[src/rtl/fetch_pkg.sv]
// Shared types and widths for the instruction prefetch slice.
package fetch_pkg;

    localparam int unsigned INST_W = 32;
    localparam int unsigned ADDR_W = 32;

    typedef struct packed {
        logic [ADDR_W-1:0] pc;
        logic [INST_W-1:0] inst;
    } fetch_entry_t;

    typedef enum logic {
        RUN,
        DRAIN
    } fetch_state_t;

endpackage

[src/rtl/fetch_fifo.sv]
// In-order {pc, inst} buffer with flush; DEPTH must be a power of two.
module fetch_fifo
    import fetch_pkg::*;
#(
    parameter int unsigned DEPTH = 2
) (
    input  logic                     clk,
    input  logic                     rst_n,
    input  logic                     push,
    input  fetch_entry_t             wr_data,
    input  logic                     pop,
    input  logic                     flush,
    output fetch_entry_t             rd_data,
    output logic                     full,
    output logic                     empty,
    output logic [$clog2(DEPTH):0]   count
);

    localparam int unsigned PW = $clog2(DEPTH);
    localparam logic [PW:0] DEPTH_C = (PW+1)'(DEPTH);

    fetch_entry_t  mem [DEPTH];
    logic [PW-1:0] wr_ptr;
    logic [PW-1:0] rd_ptr;
    logic          do_push;
    logic          do_pop;

    assign empty   = (count == '0);
    assign full    = (count == DEPTH_C);
    assign do_pop  = pop && !empty;
    assign do_push = push && (!full || do_pop);
    assign rd_data = mem[rd_ptr];

    always_ff @(posedge clk or negedge rst_n) begin
        if (!rst_n) begin
            wr_ptr <= '0;
            rd_ptr <= '0;
            count  <= '0;
            for (int unsigned i = 0; i < DEPTH; i++) begin
                mem[i] <= '0;
            end
        end else if (flush) begin
            wr_ptr <= '0;
            rd_ptr <= '0;
            count  <= '0;
        end else begin
            if (do_push) begin
                mem[wr_ptr] <= wr_data;
                wr_ptr      <= wr_ptr + 1'b1;
            end
            if (do_pop) begin
                rd_ptr <= rd_ptr + 1'b1;
            end
            if (do_push && !do_pop) begin
                count <= count + 1'b1;
            end else if (do_pop && !do_push) begin
                count <= count - 1'b1;
            end
        end
    end

endmodule

[src/rtl/fetch_prefetch.sv]
// Instruction prefetcher: issues sequential fetches, buffers responses, drains on redirect.
// Define PREFETCH_PERF_EN to add the perf_stall_cnt output.
module fetch_prefetch
    import fetch_pkg::*;
#(
    parameter int unsigned DEPTH    = 2,
    parameter logic [31:0] RESET_PC = 32'h0000_0000
) (
    input  logic        clk,
    input  logic        rst_n,
    input  logic        redirect,
    input  logic [31:0] redirect_pc,
    output logic        imem_req,
    output logic [31:0] imem_addr,
    input  logic        imem_gnt,
    input  logic        imem_rvalid,
    input  logic [31:0] imem_rdata,
    output logic        inst_valid,
    output logic [31:0] inst,
    output logic [31:0] inst_pc,
    input  logic        inst_ready
`ifdef PREFETCH_PERF_EN
    ,
    output logic [31:0] perf_stall_cnt
`endif
);

    localparam int unsigned CW = $clog2(DEPTH) + 1;
    localparam logic [CW:0] DEPTH_C = (CW+1)'(DEPTH);

    fetch_state_t      state;
    logic [ADDR_W-1:0] fetch_pc;
    logic [ADDR_W-1:0] resp_pc;
    logic [CW-1:0]     outstanding;
    logic [CW-1:0]     out_next;
    logic [CW-1:0]     fifo_count;
    logic              fifo_full;
    logic              fifo_empty;
    logic              room;
    logic              grant;
    logic              resp_hit;
    logic              resp_take;
    logic              pop;
    logic [ADDR_W-1:0] target_pc;
    fetch_entry_t      push_entry;
    fetch_entry_t      head;

    assign room       = !fifo_full && (({1'b0, fifo_count} + {1'b0, outstanding}) < DEPTH_C);
    assign imem_req   = rst_n && (state == RUN) && !redirect && room;
    assign imem_addr  = fetch_pc;
    assign grant      = imem_req && imem_gnt;
    // Responses with nothing outstanding are a protocol error and never touch state.
    assign resp_hit   = imem_rvalid && (outstanding != '0);
    assign resp_take  = resp_hit && (state == RUN) && !redirect;
    assign pop        = inst_valid && inst_ready;
    assign target_pc  = redirect_pc & 32'hFFFF_FFFC;
    assign push_entry = '{pc: resp_pc, inst: imem_rdata};

    assign inst_valid = !fifo_empty;
    assign inst       = head.inst;
    assign inst_pc    = head.pc;

    fetch_fifo #(
        .DEPTH (DEPTH)
    ) u_fifo (
        .clk     (clk),
        .rst_n   (rst_n),
        .push    (resp_take),
        .wr_data (push_entry),
        .pop     (pop),
        .flush   (redirect),
        .rd_data (head),
        .full    (fifo_full),
        .empty   (fifo_empty),
        .count   (fifo_count)
    );

    always_comb begin
        out_next = outstanding;
        if (grant && !resp_hit) begin
            out_next = outstanding + 1'b1;
        end else if (resp_hit && !grant) begin
            out_next = outstanding - 1'b1;
        end
    end

    // resp_pc follows issue order: all requests in flight in RUN were issued sequentially
    // since the last redirect, so the next response PC is a running counter.
    always_ff @(posedge clk or negedge rst_n) begin
        if (!rst_n) begin
            state       <= RUN;
            fetch_pc    <= RESET_PC;
            resp_pc     <= RESET_PC;
            outstanding <= '0;
        end else begin
            outstanding <= out_next;
            if (redirect) begin
                fetch_pc <= target_pc;
                resp_pc  <= target_pc;
                state    <= (out_next != '0) ? DRAIN : RUN;
            end else begin
                if (grant) begin
                    fetch_pc <= fetch_pc + 32'd4;
                end
                if (resp_take) begin
                    resp_pc <= resp_pc + 32'd4;
                end
                if ((state == DRAIN) && (out_next == '0)) begin
                    state <= RUN;
                end
            end
        end
    end

`ifdef PREFETCH_PERF_EN
    always_ff @(posedge clk or negedge rst_n) begin
        if (!rst_n) begin
            perf_stall_cnt <= '0;
        end else if (inst_ready && !inst_valid && (perf_stall_cnt != '1)) begin
            perf_stall_cnt <= perf_stall_cnt + 32'd1;
        end
    end
`endif

endmodule

[config.mk]
export PLATFORM = sky130hd
export DESIGN_NAME = fetch_prefetch
export DESIGN_NICKNAME = d
export VERILOG_FILES = /design/src/rtl/fetch_pkg.sv /design/src/rtl/fetch_fifo.sv /design/src/rtl/fetch_prefetch.sv
export SDC_FILE = /design/constraint.sdc
export NUM_CORES = 1
export LEC_CHECK = 0
export BUFFER_PORTS_ARGS = -buffer_cell sky130_fd_sc_hd__clkbuf_2
export CORE_ASPECT_RATIO = 1.2
export CORE_MARGIN = 2
export CORE_UTILIZATION = 56
export CTS_CLUSTER_DIAMETER = 100
export DETAILED_ROUTE_END_ITERATION = 16
export MAX_ROUTING_LAYER = met4
export PLACE_DENSITY = 0.8
export SETUP_SLACK_MARGIN = 0.4
export SYNTH_ARGS = -nofsm -noshare
export SYNTH_HDL_FRONTEND = slang
export SYNTH_SLANG_ARGS = --single-unit
[constraint.sdc]
create_clock -name clk -period 3.6 [get_ports clk]
set_input_delay 0.72 -clock clk [delete_from_list [all_inputs] [get_ports clk]]
set_output_delay 0.72 -clock clk [all_outputs]
set_load 0.005 [all_outputs]
==> run_results.csv, run 1 <==
group,metric,value,unit
clocking,holdBufCountCts,0,
floorplan,die_h,146,um
setup_path,rr_worst_depth,6,
floorplan,dieArea,17900,um^2
synth,yosysUniqueCellTypes,58,
setup_path,crit_arrival,3.30,ns
place,pre_cts_ws,0.606,ns
synth,syn-instance-count,796,
setup_path,cp_cell_sequence,"and2_1, fa_1, or4b_2, o31ai_1, o21ai_0, a221o_1",
place,gp_congestion,0.846,
setup_path,crit_slowest_cell,"or4b_2",
clocking,cts_tree,"yes",
timing,setup_viol,0,
global_routing,grt_max_degree,79,
drt,via_per_inst,6.06,
clocking,postCtsSetupRepairBufs,0,
timing,clock-skew-final,0.00939,ns
clocking,clock-sinks,191,
timing,min_period_over_period,0.832,
timing,worst_pin_slew,0.987,ns
timing,hold_violations,0,
timing,setup_ws,0.605,ns
synth,synth_compound_area_frac,0.0820,
layout,fill_cells,1287,
layout,antenna_cells,0,
timing,slew_headroom,0.339,
drt,ant_nets,0,
place,place_area,10400,um^2
timing,layout_min_cycle_time,3.00,ns
global_routing,grt_pass1_vias,7015,
synth,synth-simple-area-share,0.131,
synth,synth-async-reset-ratio,1.00,
synth,ys.warnings.count,0,
global_routing,grt_pass1_wl,35.1,mm
status,status,"finished, final reports clean",
pwr,p_total,7440,uW
synth,yosys.area_share.xor_xnor,0.0140,
pwr,powerDensity,672,nW/um^2
synth,syn_area,9410,um^2
setup_path,path_max_fanout,7,
drt,drt_iter0_drc,583,
setup_path,r2r_start,"u_fifo.count[0]",
place,hpwl,15.2,mm
layout,fin_nets,1016,
synth,ys_ff_latch,191,
timing,rsz0062_at_grt,"no",
drt,totalWireLength,21.4,mm
layout,syn_to_final_growth,17.5,%
drt,routedWlPerCell,18.4,um
clocking,numCtsBuffers,17,
global_routing,track_usage,0.253,
layout,mostFrequentLayoutCells,"mux2_2, dfrtp_1, clkbuf_2",
synth,synthFlopType,"dfrtp_1",
floorplan,start_util,0.576,
setup_path,max_stage_delay,0.69,ns
clocking,clockBufferDepth,2,
synth,synth_top_area_frac,0.508,
synth,synth_edf_count,0,
setup_path,rr_endpoint,"imem_addr[6]",
timing,fin_setup_tns,0,ns
setup_path,end_kind,"flop",
synth,synth_largest_area_cell,"dfrtp_1",
pwr,leakage,0.00492,uW
setup_path,cp-start-kind,"flop",
clocking,ctsResizeCount,0,
place,place.port_buffers,161,
clocking,cts_root_buffer,"clkbuf_16",
hold_path,hold_path_class,"in2async",
setup_path,crit_start,"u_fifo.count[0]",
setup_path,critPathCapture,"imem_addr[6]",
setup_path,worstPathRequired,3.91,ns
synth,synth_top_family_by_area,"multiplexers",
flow_run,max_cap_viol_count,0,
synth,avgSynthCellArea,11.8,um^2
drt,first_pass_iters,5,
drt,route.detailed.drc,0,
setup_path,reg2reg_slack,0.60,ns
setup_path,crit_type,"reg2reg",
pwr,ir_worst_vdd,0.363,mV
layout,design_area,11100,um^2
floorplan,num_rows,51,
global_routing,overflow,0,
timing,timing.fmax,334,MHz
clocking,clk_latency,0.42,ns
floorplan,die_x,122,um
floorplan,core-area,16300,um^2
layout,drive_gt1_frac,0.429,
drt,vias,7075,
clocking,htreeDepth,4,
floorplan,ios,168,
synth,synthMuxAreaShare,0.227,
clocking,clkTransAtPathRegs,0.07,ns
synth,synthTopCellsByArea,"dfrtp_1, mux2_2, nand2_1, nand4_1, or4_1",
global_routing,antenna_found_initial,0,
synth,seq_area_frac_synth,0.508,
synth,synth_adder_area_share,0.00611,
timing,drv_slew,0,
## metal layers
metal,up-vias,part of all wire,GRT usage
met1,3494,0.42,0.329
met2,275,0.49,0.406
met5,-,0,-
li1,3274,-,-
met3,32,0.068,0.0398
met4,0,0.016,0.0787
## flip-flops by register name, summed over array words and instances, names as in the netlist
signal,cells
u_fifo.mem,124
resp_pc,30
imem_addr,30
state,1
outstanding,2
u_fifo.wr_ptr,1
u_fifo.rd_ptr,1
u_fifo.count,2
## Yosys cell counts (all sizes together), types with 13 or more instances
master	count
nand4	28
inv	20
dfrtp	191
o31ai	15
nor2	19
o21ai	16
clkbuf	30
nand2	51
o211ai	13
a31oi	18
buf	21
nand3	27
or4	24
mux2	190
## worst max-delay path: cells and delay by family (launching register included)
family                     cells  cell delay [ns]
AOI/OAI and AO/OA              3             1.16
and+or+nand+nor                2             0.87
DFF                            1             0.44
adders and majority gates      1             0.41
## power by group
part	internal, uW	switching, uW	total (uW)
Clock	1180	787	1970
Combinational	1280	855	2130
Sequential	2870	464	3340
Total	5330	2110	7440
## worst min path at each step
stage | end | slack, ns | cells after the start
after global routing | u_fifo.mem[59] | 0.10 | 1
final | u_fifo.mem[59] | 0.11 | 1
after detailed placement | u_fifo.mem[40] | 0.49 | 1
after floorplan | imem_addr[10] | 0.42 | 0
after CTS | u_fifo.mem[59] | 0.10 | 1
after global placement | u_fifo.mem[20] | 0.48 | 1
## area by class of cell
type | count | area (um^2) | area share
Sequential cell | 191 | 4780 | 0.432
Tap cell | 212 | 265 | 0.0240
Timing Repair Buffer | 175 | 957 | 0.0865
Clock buffer | 22 | 454 | 0.0411
Inverter | 20 | 75.1 | 0.00679
Clock inverter | 10 | 161 | 0.0146
Multi-Input combinational cell | 537 | 4370 | 0.395
## kinds of logic after synthesis
kind of cell             count (synthesis)
multiplexers                           190
adder cells (fa/ha/maj)                  4
other                                    1
flip-flops                             191
AO/OA/AOI/OAI                          107
AND/OR/NAND/NOR                        217
XOR/XNOR                                15
buffers and inverters                   71
## through the flow
stage | hold WS [ns] | cells | util
final | 0.113 | 1167 | 0.677
after global routing | 0.103 | 1167 | 0.677
after CTS | 0.105 | 1167 | 0.677
after detailed placement | 0.487 | 1135 | 0.639
after global placement | 0.481 | 1135 | 0.639
after floorplan | 0.424 | 799 | -
No activity file was read; power rests on OpenSTA's default activity.
==> run 2: changes to the inputs <==
==> constraint.sdc (replaced) <==
create_clock -name clk -period 2.77 [get_ports clk]
set_input_delay 0.554 -clock clk [delete_from_list [all_inputs] [get_ports clk]]
set_output_delay 0.554 -clock clk [all_outputs]
set_load 0.005 [all_outputs]
==> run 2 against run 1 <==
- register-to-register slack got worse by 0.31 ns
- final cell count increased by 2.7%
- count of clock-buffer cells in the layout decreased by 4
- largest power group unchanged
==> run_results.csv, run 2 (synthesized netlist as in run 1, its figures left out) <==
group,metric,value,unit
status,status,"finished, final reports clean",
drt,ant_nets,0,
timing,clock-skew-final,0.00870,ns
global_routing,overflow,0,
layout,design_area,11500,um^2
place,place_area,10600,um^2
clocking,htreeDepth,4,
setup_path,r2r_start,"outstanding[1]",
floorplan,dieArea,17900,um^2
clocking,clk_latency,0.43,ns
drt,top_layer,"met4",
setup_path,worstPathRequired,3.12,ns
drt,wl_met3,1.41,mm
timing,worst_pin_slew,1.01,ns
clocking,cts_root_buffer,"clkbuf_16",
floorplan,die_x,122,um
hold_path,min_from,"imem_rdata[2]",
drt,via_per_inst,6.07,
clocking,clockBufferDepth,2,
clocking,cts_tree,"yes",
setup_path,crit_arrival,2.82,ns
drt,met1_length,9.65,mm
setup_path,crit_type,"reg2reg",
layout,registers.top_by_ff_count,"u_fifo.mem",
floorplan,die_h,146,um
floorplan,core-area,16300,um^2
timing,slew_headroom,0.326,
drt,drt_iter0_drc,535,
layout,fill_cells,1203,
drt,vias,7272,
timing,setup_viol,0,
layout,mostFrequentLayoutCells,"mux2_2, dfrtp_1, clkbuf_2",
global_routing,track_usage,0.260,
timing,timing.fmax,404,MHz
timing,layout_min_cycle_time,2.47,ns
flow_run,max_cap_viol_count,0,
clocking,clkTransAtPathRegs,0.07,ns
timing,min_period_over_period,0.893,
pwr,p_total,9910,uW
layout,drive_gt1_frac,0.470,
pwr,powerDensity,862,nW/um^2
layout,syn_to_final_growth,22.2,%
place,pre_cts_ws,0.155,ns
drt,met2_length,11.2,mm
layout,antenna_cells,0,
timing,hold_violations,0,
clocking,numCtsBuffers,17,
drt,route.detailed.drc,0,
setup_path,path_max_fanout,5,
timing,rsz0062_at_grt,"yes",
floorplan,ios,168,
setup_path,cp-start-kind,"flop",
global_routing,grt_max_degree,192,
hold_path,hold_path_class,"in2reg",
clocking,clock-sinks,191,
clocking,holdBufCountCts,0,
global_routing,antenna_found_initial,0,
place,place.port_buffers,161,
timing,fin_setup_tns,0,ns
floorplan,num_rows,51,
place,hpwl,15.2,mm
drt,totalWireLength,22.8,mm
layout,fin_nets,1048,
layout,final_common_cell,"mux2_2",
global_routing,grt_pass1_wl,35.9,mm
global_routing,grt_pass1_vias,7183,
setup_path,crit_start,"outstanding[1]",
setup_path,end_kind,"flop",
drt,first_pass_iters,6,
pwr,leakage,0.00513,uW
timing,setup_ws,0.297,ns
floorplan,start_util,0.576,
drt,routedWlPerCell,19.0,um
place,gp_congestion,0.910,
layout,fin_util,0.704,
timing,drv_slew,0,
layout,largest_reg_flops,124,
pwr,ir_worst_vdd,0.445,mV
## run 2: cell types whose count changed in the layout (fill, tap and decap cells not counted), moves of 3 or more
cell / change
o21ai_1: +3
inv_6: +5
o21ai_0: -3
buf_6: +3
buf_4: +25
clkbuf_1: -3
## run 2: stage by stage
| step | hold WS, ns | std cells |
|---|---|---|
| after floorplan | 0.258 | 799 |
| after global placement | 0.481 | 1147 |
| after detailed placement | 0.488 | 1147 |
| after CTS | 0.354 | 1185 |
| after global routing | 0.355 | 1199 |
| final | 0.371 | 1199 |
## run 2: power by group
| part | leakage (uW) | switching, uW | total (uW) | internal (uW) |
|---|---|---|---|---|
| Combinational | 0.00248 | 1230 | 3050 | 1820 |
| Clock | 0.000292 | 1100 | 2540 | 1440 |
| Sequential | 0.00235 | 588 | 4320 | 3730 |
## run 2: what timing repair did
item | 4_1_cts | 5_1_grt
cloned | 0 | 3
resized for setup | 16 | 18
setup endpoints to repair | 86 | 65
pin swaps | 9 | 10
buffers inserted | 6 | 11
## run 2: area by class of cell
type,instances,area [um^2],share of cell area
sequential,191,4780,0.416
multi-input combinational,537,4510,0.392
timing repair buffer,207,1260,0.109
clock buffer,18,429,0.0373
tap,212,265,0.0231
clock inverter,14,180,0.0157
inverter,20,77.6,0.00674
## run 2: critical path: stages (launching register included)
cell and delay [ns]:
dfrtp_2 0.42, inv_1 0.09, ha_4 0.17, or3b_4 0.39, or4_4 0.59, or4_4 0.55
a31oi_4 0.19
## run 2: per-layer routing
layer,vias up,global-route usage
li1,3344,-
met1,3638,0.330
met2,254,0.418
met3,36,0.0535
met4,0,0.0828
met5,-,-
## run 2: final timing paths
kind,depth (start not counted),endpoint,slack (ns)
worst max-delay path,6,resp_pc[28],0.30
worst min-delay path,2,u_fifo.mem[66],0.37
worst max register to register,6,resp_pc[28],0.30
worst min register to register,1,u_fifo.mem[55],0.50
max in group asynchronous,2,u_fifo.count[1],1.57
min in group asynchronous,2,u_fifo.mem[80],0.40
